## src/rtl/clk_mode_ctrl.sv

```systemverilog
// rtl/clk_mode_ctrl.sv - debounced push-button run-mode controller for the pipeline clock divider
//
// Purpose:
//   Synchronizes and debounces the speed and pause buttons, then drives a
//   four-state mode FSM whose state register directly decodes to the
//   divider speed select and the pipeline run enable.
//
// Optional feature macro: CLK_MODE_CTRL_STEP_EN
//   When defined, adds a single-step button. A debounced step press while
//   paused produces a one-cycle step_pulse.
//
// Ports:
//   clk_in      in   1  system clock (same clock as the divider)
//   rst_n       in   1  asynchronous active-low reset
//   btn_speed   in   1  raw speed button, active-high, asynchronous
//   btn_pause   in   1  raw pause button, active-high, asynchronous
//   choose      out  1  divider speed select: 1 = fast, 0 = slow
//   run_en      out  1  1 = pipeline clocking enabled, 0 = held
//   mode_led    out  2  {run_en, choose}
//   btn_step    in   1  raw step button (CLK_MODE_CTRL_STEP_EN only)
//   step_pulse  out  1  one-cycle step strobe (CLK_MODE_CTRL_STEP_EN only)

// Per-button 2-flop synchronizer plus saturating debounce counter.
// press_o pulses for one cycle when the accepted level rises.
module clk_mode_ctrl_db #(
  parameter int unsigned DEBOUNCE_CYCLES = 1500000,
  parameter int unsigned CNT_W           = 24
) (
  input  logic clk_in,
  input  logic rst_n,
  input  logic btn_i,
  output logic press_o
);

  localparam logic [CNT_W-1:0] CNT_LAST = CNT_W'(DEBOUNCE_CYCLES - 1);

  logic             s1_q;
  logic             s2_q;
  logic             stable_q;
  logic             stable_prev_q;
  logic [CNT_W-1:0] cnt_q;

  always_ff @(posedge clk_in or negedge rst_n) begin
    if (!rst_n) begin
      s1_q          <= 1'b0;
      s2_q          <= 1'b0;
      stable_q      <= 1'b0;
      stable_prev_q <= 1'b0;
      cnt_q         <= '0;
    end else begin
      s1_q          <= btn_i;
      s2_q          <= s1_q;
      stable_prev_q <= stable_q;
      if (s2_q == stable_q) begin
        cnt_q <= '0;
      end else if (cnt_q == CNT_LAST) begin
        // Level has disagreed long enough: accept it and restart.
        stable_q <= s2_q;
        cnt_q    <= '0;
      end else begin
        cnt_q <= cnt_q + 1'b1;
      end
    end
  end

  // Rising edge only; releases never generate events.
  assign press_o = stable_q & ~stable_prev_q;

endmodule

module clk_mode_ctrl #(
  parameter int unsigned DEBOUNCE_CYCLES = 1500000,
  parameter int unsigned CNT_W           = 24
) (
  input  logic       clk_in,
  input  logic       rst_n,
  input  logic       btn_speed,
  input  logic       btn_pause,
  output logic       choose,
  output logic       run_en,
  output logic [1:0] mode_led
`ifdef CLK_MODE_CTRL_STEP_EN
  ,
  input  logic       btn_step,
  output logic       step_pulse
`endif
);

  typedef enum logic [1:0] {
    SLOW_RUN   = 2'b00,
    FAST_RUN   = 2'b01,
    SLOW_PAUSE = 2'b10,
    FAST_PAUSE = 2'b11
  } mode_e;

  mode_e state_q, state_d;
  logic  speed_press;
  logic  pause_press;

  clk_mode_ctrl_db #(.DEBOUNCE_CYCLES(DEBOUNCE_CYCLES), .CNT_W(CNT_W)) u_db_speed (
    .clk_in (clk_in),
    .rst_n  (rst_n),
    .btn_i  (btn_speed),
    .press_o(speed_press)
  );

  clk_mode_ctrl_db #(.DEBOUNCE_CYCLES(DEBOUNCE_CYCLES), .CNT_W(CNT_W)) u_db_pause (
    .clk_in (clk_in),
    .rst_n  (rst_n),
    .btn_i  (btn_pause),
    .press_o(pause_press)
  );

  always_ff @(posedge clk_in or negedge rst_n) begin
    if (!rst_n) begin
      state_q <= SLOW_RUN;
    end else begin
      state_q <= state_d;
    end
  end

  // Speed press toggles speed, pause press toggles run/pause; both toggle both.
  always_comb begin
    state_d = state_q;
    unique case (state_q)
      SLOW_RUN: begin
        case ({speed_press, pause_press})
          2'b10:   state_d = FAST_RUN;
          2'b01:   state_d = SLOW_PAUSE;
          2'b11:   state_d = FAST_PAUSE;
          default: state_d = SLOW_RUN;
        endcase
      end
      FAST_RUN: begin
        case ({speed_press, pause_press})
          2'b10:   state_d = SLOW_RUN;
          2'b01:   state_d = FAST_PAUSE;
          2'b11:   state_d = SLOW_PAUSE;
          default: state_d = FAST_RUN;
        endcase
      end
      SLOW_PAUSE: begin
        case ({speed_press, pause_press})
          2'b10:   state_d = FAST_PAUSE;
          2'b01:   state_d = SLOW_RUN;
          2'b11:   state_d = FAST_RUN;
          default: state_d = SLOW_PAUSE;
        endcase
      end
      FAST_PAUSE: begin
        case ({speed_press, pause_press})
          2'b10:   state_d = SLOW_PAUSE;
          2'b01:   state_d = FAST_RUN;
          2'b11:   state_d = SLOW_RUN;
          default: state_d = FAST_PAUSE;
        endcase
      end
      default: state_d = SLOW_RUN;
    endcase
  end

  // Outputs come straight from the state register, never from the buttons.
  always_comb begin
    choose = 1'b0;
    run_en = 1'b1;
    case (state_q)
      SLOW_RUN:   begin choose = 1'b0; run_en = 1'b1; end
      FAST_RUN:   begin choose = 1'b1; run_en = 1'b1; end
      SLOW_PAUSE: begin choose = 1'b0; run_en = 1'b0; end
      FAST_PAUSE: begin choose = 1'b1; run_en = 1'b0; end
      default:    begin choose = 1'b0; run_en = 1'b1; end
    endcase
  end

  assign mode_led = {run_en, choose};

`ifdef CLK_MODE_CTRL_STEP_EN
  logic step_press;
  logic step_pulse_q;

  clk_mode_ctrl_db #(.DEBOUNCE_CYCLES(DEBOUNCE_CYCLES), .CNT_W(CNT_W)) u_db_step (
    .clk_in (clk_in),
    .rst_n  (rst_n),
    .btn_i  (btn_step),
    .press_o(step_press)
  );

  // Steps only make sense while the pipeline is held.
  always_ff @(posedge clk_in or negedge rst_n) begin
    if (!rst_n) begin
      step_pulse_q <= 1'b0;
    end else begin
      step_pulse_q <= step_press & ((state_q == SLOW_PAUSE) || (state_q == FAST_PAUSE));
    end
  end

  assign step_pulse = step_pulse_q;
`endif

endmodule
```

## config.mk

```make
export PLATFORM = sky130hd
export DESIGN_NAME = clk_mode_ctrl
export DESIGN_NICKNAME = d
export VERILOG_FILES = /design/src/rtl/clk_mode_ctrl.sv
export SDC_FILE = /design/constraint.sdc
export NUM_CORES = 1
export LEC_CHECK = 0
export ABC_AREA = 1
export BUFFER_PORTS_ARGS = -buffer_cell sky130_fd_sc_hd__buf_4
export CAP_MARGIN = 20
export CORE_MARGIN = 10
export CORE_UTILIZATION = 56
export DETAILED_ROUTE_END_ITERATION = 8
export PLACE_DENSITY = 0.75
export SYNTH_ARGS = -nofsm -noshare
export SYNTH_HDL_FRONTEND = slang
export SYNTH_SLANG_ARGS = --single-unit
```

## constraint.sdc

```tcl
create_clock -name clk_in -period 4.1 [get_ports clk_in]
set_clock_uncertainty 0.2 [all_clocks]
set_input_delay 0.82 -clock clk_in [delete_from_list [all_inputs] [get_ports clk_in]]
set_output_delay 0.82 -clock clk_in [all_outputs]
set_load 0.01 [all_outputs]
```

# [After elaboration in Yosys (flattened, before gate mapping)]
# Index checks and enable logic that the tools add are counted.
[totals] register_bits=58 output_inout_bits=4 in_bits=4 wordCells=47
[op_classes] bitwise_logic=6 n_eq_ne=10 n_addsub=2 n_reduce_logical=7 mux=11
[op_table] operator="2-to-1 mux 24 bit" count=4
[op_table] operator="adder 24 x 1 -> 24 bit, second input constant" count=2
[op_table] operator="equality test 24 x 21 -> 1 bit, second input constant" count=2
[op_table] operator="case mux 2 bit (3 select lines)" count=4
[op_table] operator="equality test 2 bit, second input constant" count=4
[op_table] operator="case mux 2 bit (4 select lines)" count=1
[op_table] operator="OR reduction 2 bit" count=4
[op_table] operator="equality test 2 x 1 -> 1 bit, second input constant" count=2
[op_table] operator="NOT 1 bit" count=4
[op_table] operator="case mux 1 bit (2 select lines)" count=2
[op_table] operator="AND reduction 2 bit" count=2
[op_table] operator="bitwise AND 1 bit" count=2
[op_table] operator="equality test 1 bit" count=2
[op_table] operator="zero test 2 bit" count=1

# [Longest topological paths before layout]
[logic_depth] ltp_word=5 ltp_mapped=9 depth_no_buf=9

# [Hierarchy]
# Synthesis repeated with hierarchy kept, for this count alone.
[hier_totals] hier_cells=441 hier_area_um2=3259.4
[modules_own_cells] mod="clk_mode_ctrl_db" seq_area_each_um2=700.7 area_each_um2=1575.3 n_inst=2 cells_each=213
[modules_own_cells] mod="clk_mode_ctrl" seq_area_each_um2=50.0 area_each_um2=108.9 n_inst=1 cells_each=15

# [Worst setup path before layout]
# Ideal clock, no wire load.
[synth_path] path_kind="register to output" from="reg state_q[0]" to="out mode_led[0]" arrival_ns=0.643 path_slack_ns=2.437 required_ns=3.080 path_buffers=2 path_stages_with_launch=3 cell_sequence="dfrtp_1 clkbuf_1 buf_4"
[synth_via] elab_chain_cells=3 word_cells_on_any_way=7 cone_classes="eq/ne: 3; mux: 1; reduce/logical: 3"
[synth_lines] element="start, declared" line_no="96" source="mode_e state_q, state_d;"
[synth_lines] element="start signal, assigned" line_no="118" source="state_q <= state_d;"
[synth_lines] element="equality test 2 bit (tied with other cells)" line_no="166" source="case (state_q)"
[synth_lines] element="OR reduction 2 bit (no source line)"
[synth_lines] element="case mux 1 bit (2 select lines) (*)" line_no="166"
[synth_lines] element="end, declared" line_no="81" source="output logic [1:0] mode_led"
# Mark *: on every way between the ends. The rest lies on a longest branch, timed or not.

# [Worst setup path after layout]
[layout_path] from="reg state_q[1]" to="out run_en"
[layout_via] elab_chain_cells=3 word_cells_on_any_way=7 cone_classes="eq/ne: 3; mux: 1; reduce/logical: 3"
[layout_lines] element="equality test 2 bit (tied with other cells)" line_no="166"
[layout_lines] element="OR reduction 2 bit (no source line)"
[layout_lines] element="case mux 1 bit (2 select lines) (*)" line_no="166"
[layout_lines] element="end, declared" line_no="80" source="output logic run_en,"
# Marked as above.

==> results.sh <==
export IMPL_port_buffers=7
export IMPL_cp_num_buf_inv=2
export IMPL_drv_slew=0
export IMPL_ctsResizeCount=0
export IMPL_synthMostInstantiatedCell="nor2_1"
export IMPL_place_gp_congestion=0.878
export IMPL_relSlewSlack_pct=53.0
export IMPL_busiest_layer="met2"
export IMPL_postSynthCellCount=401
export IMPL_drtIter0Drc=149
export IMPL_yosysTopAreaCell="dfrtp_1"
export IMPL_maxCapViolCount=0
export IMPL_worstPathCellList="inv_1 > buf_4"
export IMPL_cts_setup_buffers=0
export IMPL_drive_above_1_share_pct=19.3
export IMPL_endpoint_kind="output pin"
export IMPL_placed_cells=476
export IMPL_num_rows=27
export IMPL_path_clk_slew_ns=0.07
export IMPL_use_met1_pct=21.3
export IMPL_track_usage_pct=15.6
export IMPL_drt_pass1_iter_count=5
export IMPL_power_leakage_nw=1.62
export IMPL_viasPerCell=5.10
export IMPL_multi_input_area_um2=1630
export IMPL_setup_tns_ns=0
export IMPL_syn_nets=407
export IMPL_fillers=476
export IMPL_ys_ff_latch=58
export IMPL_synth_area_um2=3280
export IMPL_outcome="completed"
export IMPL_wl_um=6390
export IMPL_die_h_um=96.6
export IMPL_drt_wirelength_per_cell_um=13.0
export IMPL_first_global_vias=2450
export IMPL_antenna_cells=0
export IMPL_drc=0
export IMPL_ys_async_sr_fraction_pct=100
export IMPL_arrival_ns=0.93
export IMPL_ys_seq_area_share_pct=44.2
export IMPL_required_ns=3.08
export IMPL_hp_class="register to register"
export IMPL_fin_total_pwr_w=0.00120
export IMPL_ff_latch_area_um2=1450
export IMPL_startpoint="state_q[1]$_DFF_PN0_"
export IMPL_routed_via_count=2511
export IMPL_yosys_cell_types_count=27
export IMPL_path_delay_family="flip-flops"
export IMPL_cts_max_level=3
export IMPL_r2r_start="u_db_pause.cnt_q[0]$_DFF_PN0_"
export IMPL_grt_remaining_overflow=0
export IMPL_final_cell_count_no_fill=492
export IMPL_fmax_mhz=514
export IMPL_p_per_area_nw_per_um2=333
export IMPL_ctsRootBufferMaster="clkbuf_8"
export IMPL_yosys_mux_area_fraction_pct=0
export IMPL_cp_start_kind="register"
export IMPL_setup_viol=0
export IMPL_dp_hpwl_um=4730
export IMPL_synth_compound_area_share_pct=2.25
export IMPL_period_minus_slack_ns=1.95
export IMPL_synth_area_leaders="dfrtp_1, nor2_1, nand2_1"
export IMPL_yosys_warnings=0
export IMPL_critPathMaxStageDelay_ns=0.39
export IMPL_synth_common_cells="nor2_1, nand2_1, dfrtp_1"
export IMPL_clock_sinks=58
export IMPL_yosys_area_share_simple_pct=38.5
export IMPL_grt_pass1_wl_um=11400
export IMPL_hold_violations=0
export IMPL_core_um2=5610
export IMPL_synth_top_cell_area_share_pct=44.2
export IMPL_ioPinCount=8
export IMPL_holdBufCountCts=0
export IMPL_area_delta_synth_final_pct=10.2
export IMPL_grt_use_met3_pct=5.24
export IMPL_ys_flop_type="dfrtp_1"
export IMPL_nets=421
export IMPL_worst_slew_pin_slew_ns=0.705
export IMPL_dp_slack_ns=2.43
export IMPL_synth_fa_ha_area_share_pct=0.762
export IMPL_crit_fanout=2
export IMPL_grt_util_met2_pct=22.8
export IMPL_grt_max_degree=59
export IMPL_slowest_stage="dfrtp_1"
export IMPL_cts_buffers=9
export IMPL_final_util_pct=64.5
export IMPL_die_area_um2=9320
export IMPL_synth_xor_area_share_pct=8.20
export IMPL_period_share_pct=47.5
export IMPL_worst_setup_path_type="register to output pin"
export IMPL_die_w_um=96.6
export IMPL_cts_buffer_depth=2
export IMPL_grt_setup_unrepaired="false"
export IMPL_synth_edf_count=0
export IMPL_setup_ws_ns=2.15
export IMPL_hold_start="u_db_speed.s1_q$_DFF_PN0_"
export IMPL_clock_latency_ns=0.34
export IMPL_initial_utilization_pct=58.5
export IMPL_grt_antenna_before_repair=0
export IMPL_cts_tree="yes"
export IMPL_ant_nets=0
export IMPL_synth_top_family_by_area="simple AND/OR/NAND/NOR gates"
export IMPL_reg_top3="u_db_pause.cnt_q x24, u_db_speed.cnt_q x24, state_q x2"
export IMPL_vdd_ir_drop_max_mv=0.248
export IMPL_synth_area_per_cell_um2=8.18
==> worst reg2reg max path: cells and delay by family, from the launching register on <==
family | cells | cell delay (ns)
flops | 1 | 0.41
fa+ha+maj | 1 | 0.24
simple gates | 5 | 0.73
==> routing by layer <==
metal | routed length [µm] | vias to the layer above
met4 | 88 | 0
met2 | 2860 | 56
met3 | 418 | 9
met1 | 3020 | 1178
met5 | 0 | -
li1 | - | 1268
==> per-stage QoR <==
| step | instance area [µm²] | hold WS [ns] |
|---|---|---|
| CTS | 3620 | 0.170 |
| finish | 3620 | 0.167 |
| global route | 3620 | 0.182 |
| floorplan | 3280 | 0.131 |
| global placement | 3400 | 0.139 |
| detailed placement | 3400 | 0.152 |
==> kinds of logic (layout without fill, tap and decap cells) <==
logic type	after synthesis	in the layout
compound gates	13	13
xor+xnor	29	29
fa+ha+maj	2	2
buf+inv	50	69
flops	58	58
simple gates	249	249
==> layout by cell type (no fill, tap or decap) <==
cell type | netlist | final
nor2_1 | 84 | 84
nand2_1 | 70 | 70
dfrtp_1 | 58 | 58
inv_1 | 40 | 40
nand3_1 | 33 | 33
xor2_1 | 17 | 17
nor2_2 | 14 | 14
nor2_4 | 13 | 13
nand2_2 | 11 | 11
xnor2_1 | 10 | 10
clkbuf_8 | 0 | 10
nand4_1 | 9 | 9
buf_4 | 3 | 7
inv_2 | 6 | 6
nand2_4 | 6 | 6
a21oi_1 | 6 | 6
nand3_2 | 4 | 4
o21ai_1 | 3 | 3
xor2_2 | 2 | 2
nor3b_1 | 2 | 2
o21ai_0 | 2 | 2
ha_1 | 2 | 2
bufinv_16 | 0 | 2
clkinv_2 | 0 | 2
nor2_8 | 1 | 1
o21bai_2 | 1 | 1
a21o_1 | 1 | 1
and2_1 | 1 | 1
nor3b_2 | 1 | 1
clkinvlp_4 | 0 | 1
clkbuf_1 | 1 | 1
==> report_power, final <==
part	total [W]	internal (W)	switching (W)
registers	0.000585	0.000579	0.00000615
clock network	0.000582	0.000357	0.000226
logic	0.0000368	0.00000938	0.0000274
==> worst paths after layout <==
check	slack, ns	endpoint	cells after the start
worst max register to register	2.41	u_db_pause.cnt_q[13]$_DFF_PN0_	6
max in group asynchronous	2.90	u_db_pause.cnt_q[23]$_DFF_PN0_	1
min in group asynchronous	0.33	u_db_pause.cnt_q[14]$_DFF_PN0_	1
worst min register to register	0.17	u_db_speed.s2_q$_DFF_PN0_	0
worst max-delay path	2.15	run_en	2
worst min-delay path	0.17	u_db_speed.s2_q$_DFF_PN0_	0
==> final cells by class <==
class,instances,area share [%]
timing repair buffer,7,1.45
tap,72,2.49
inverter,46,4.77
clock inverter,5,2.14
multi-input combinational,293,45.1
clock buffer,11,3.91
sequential,58,40.1
No activity file was read; power rests on OpenSTA's default activity.
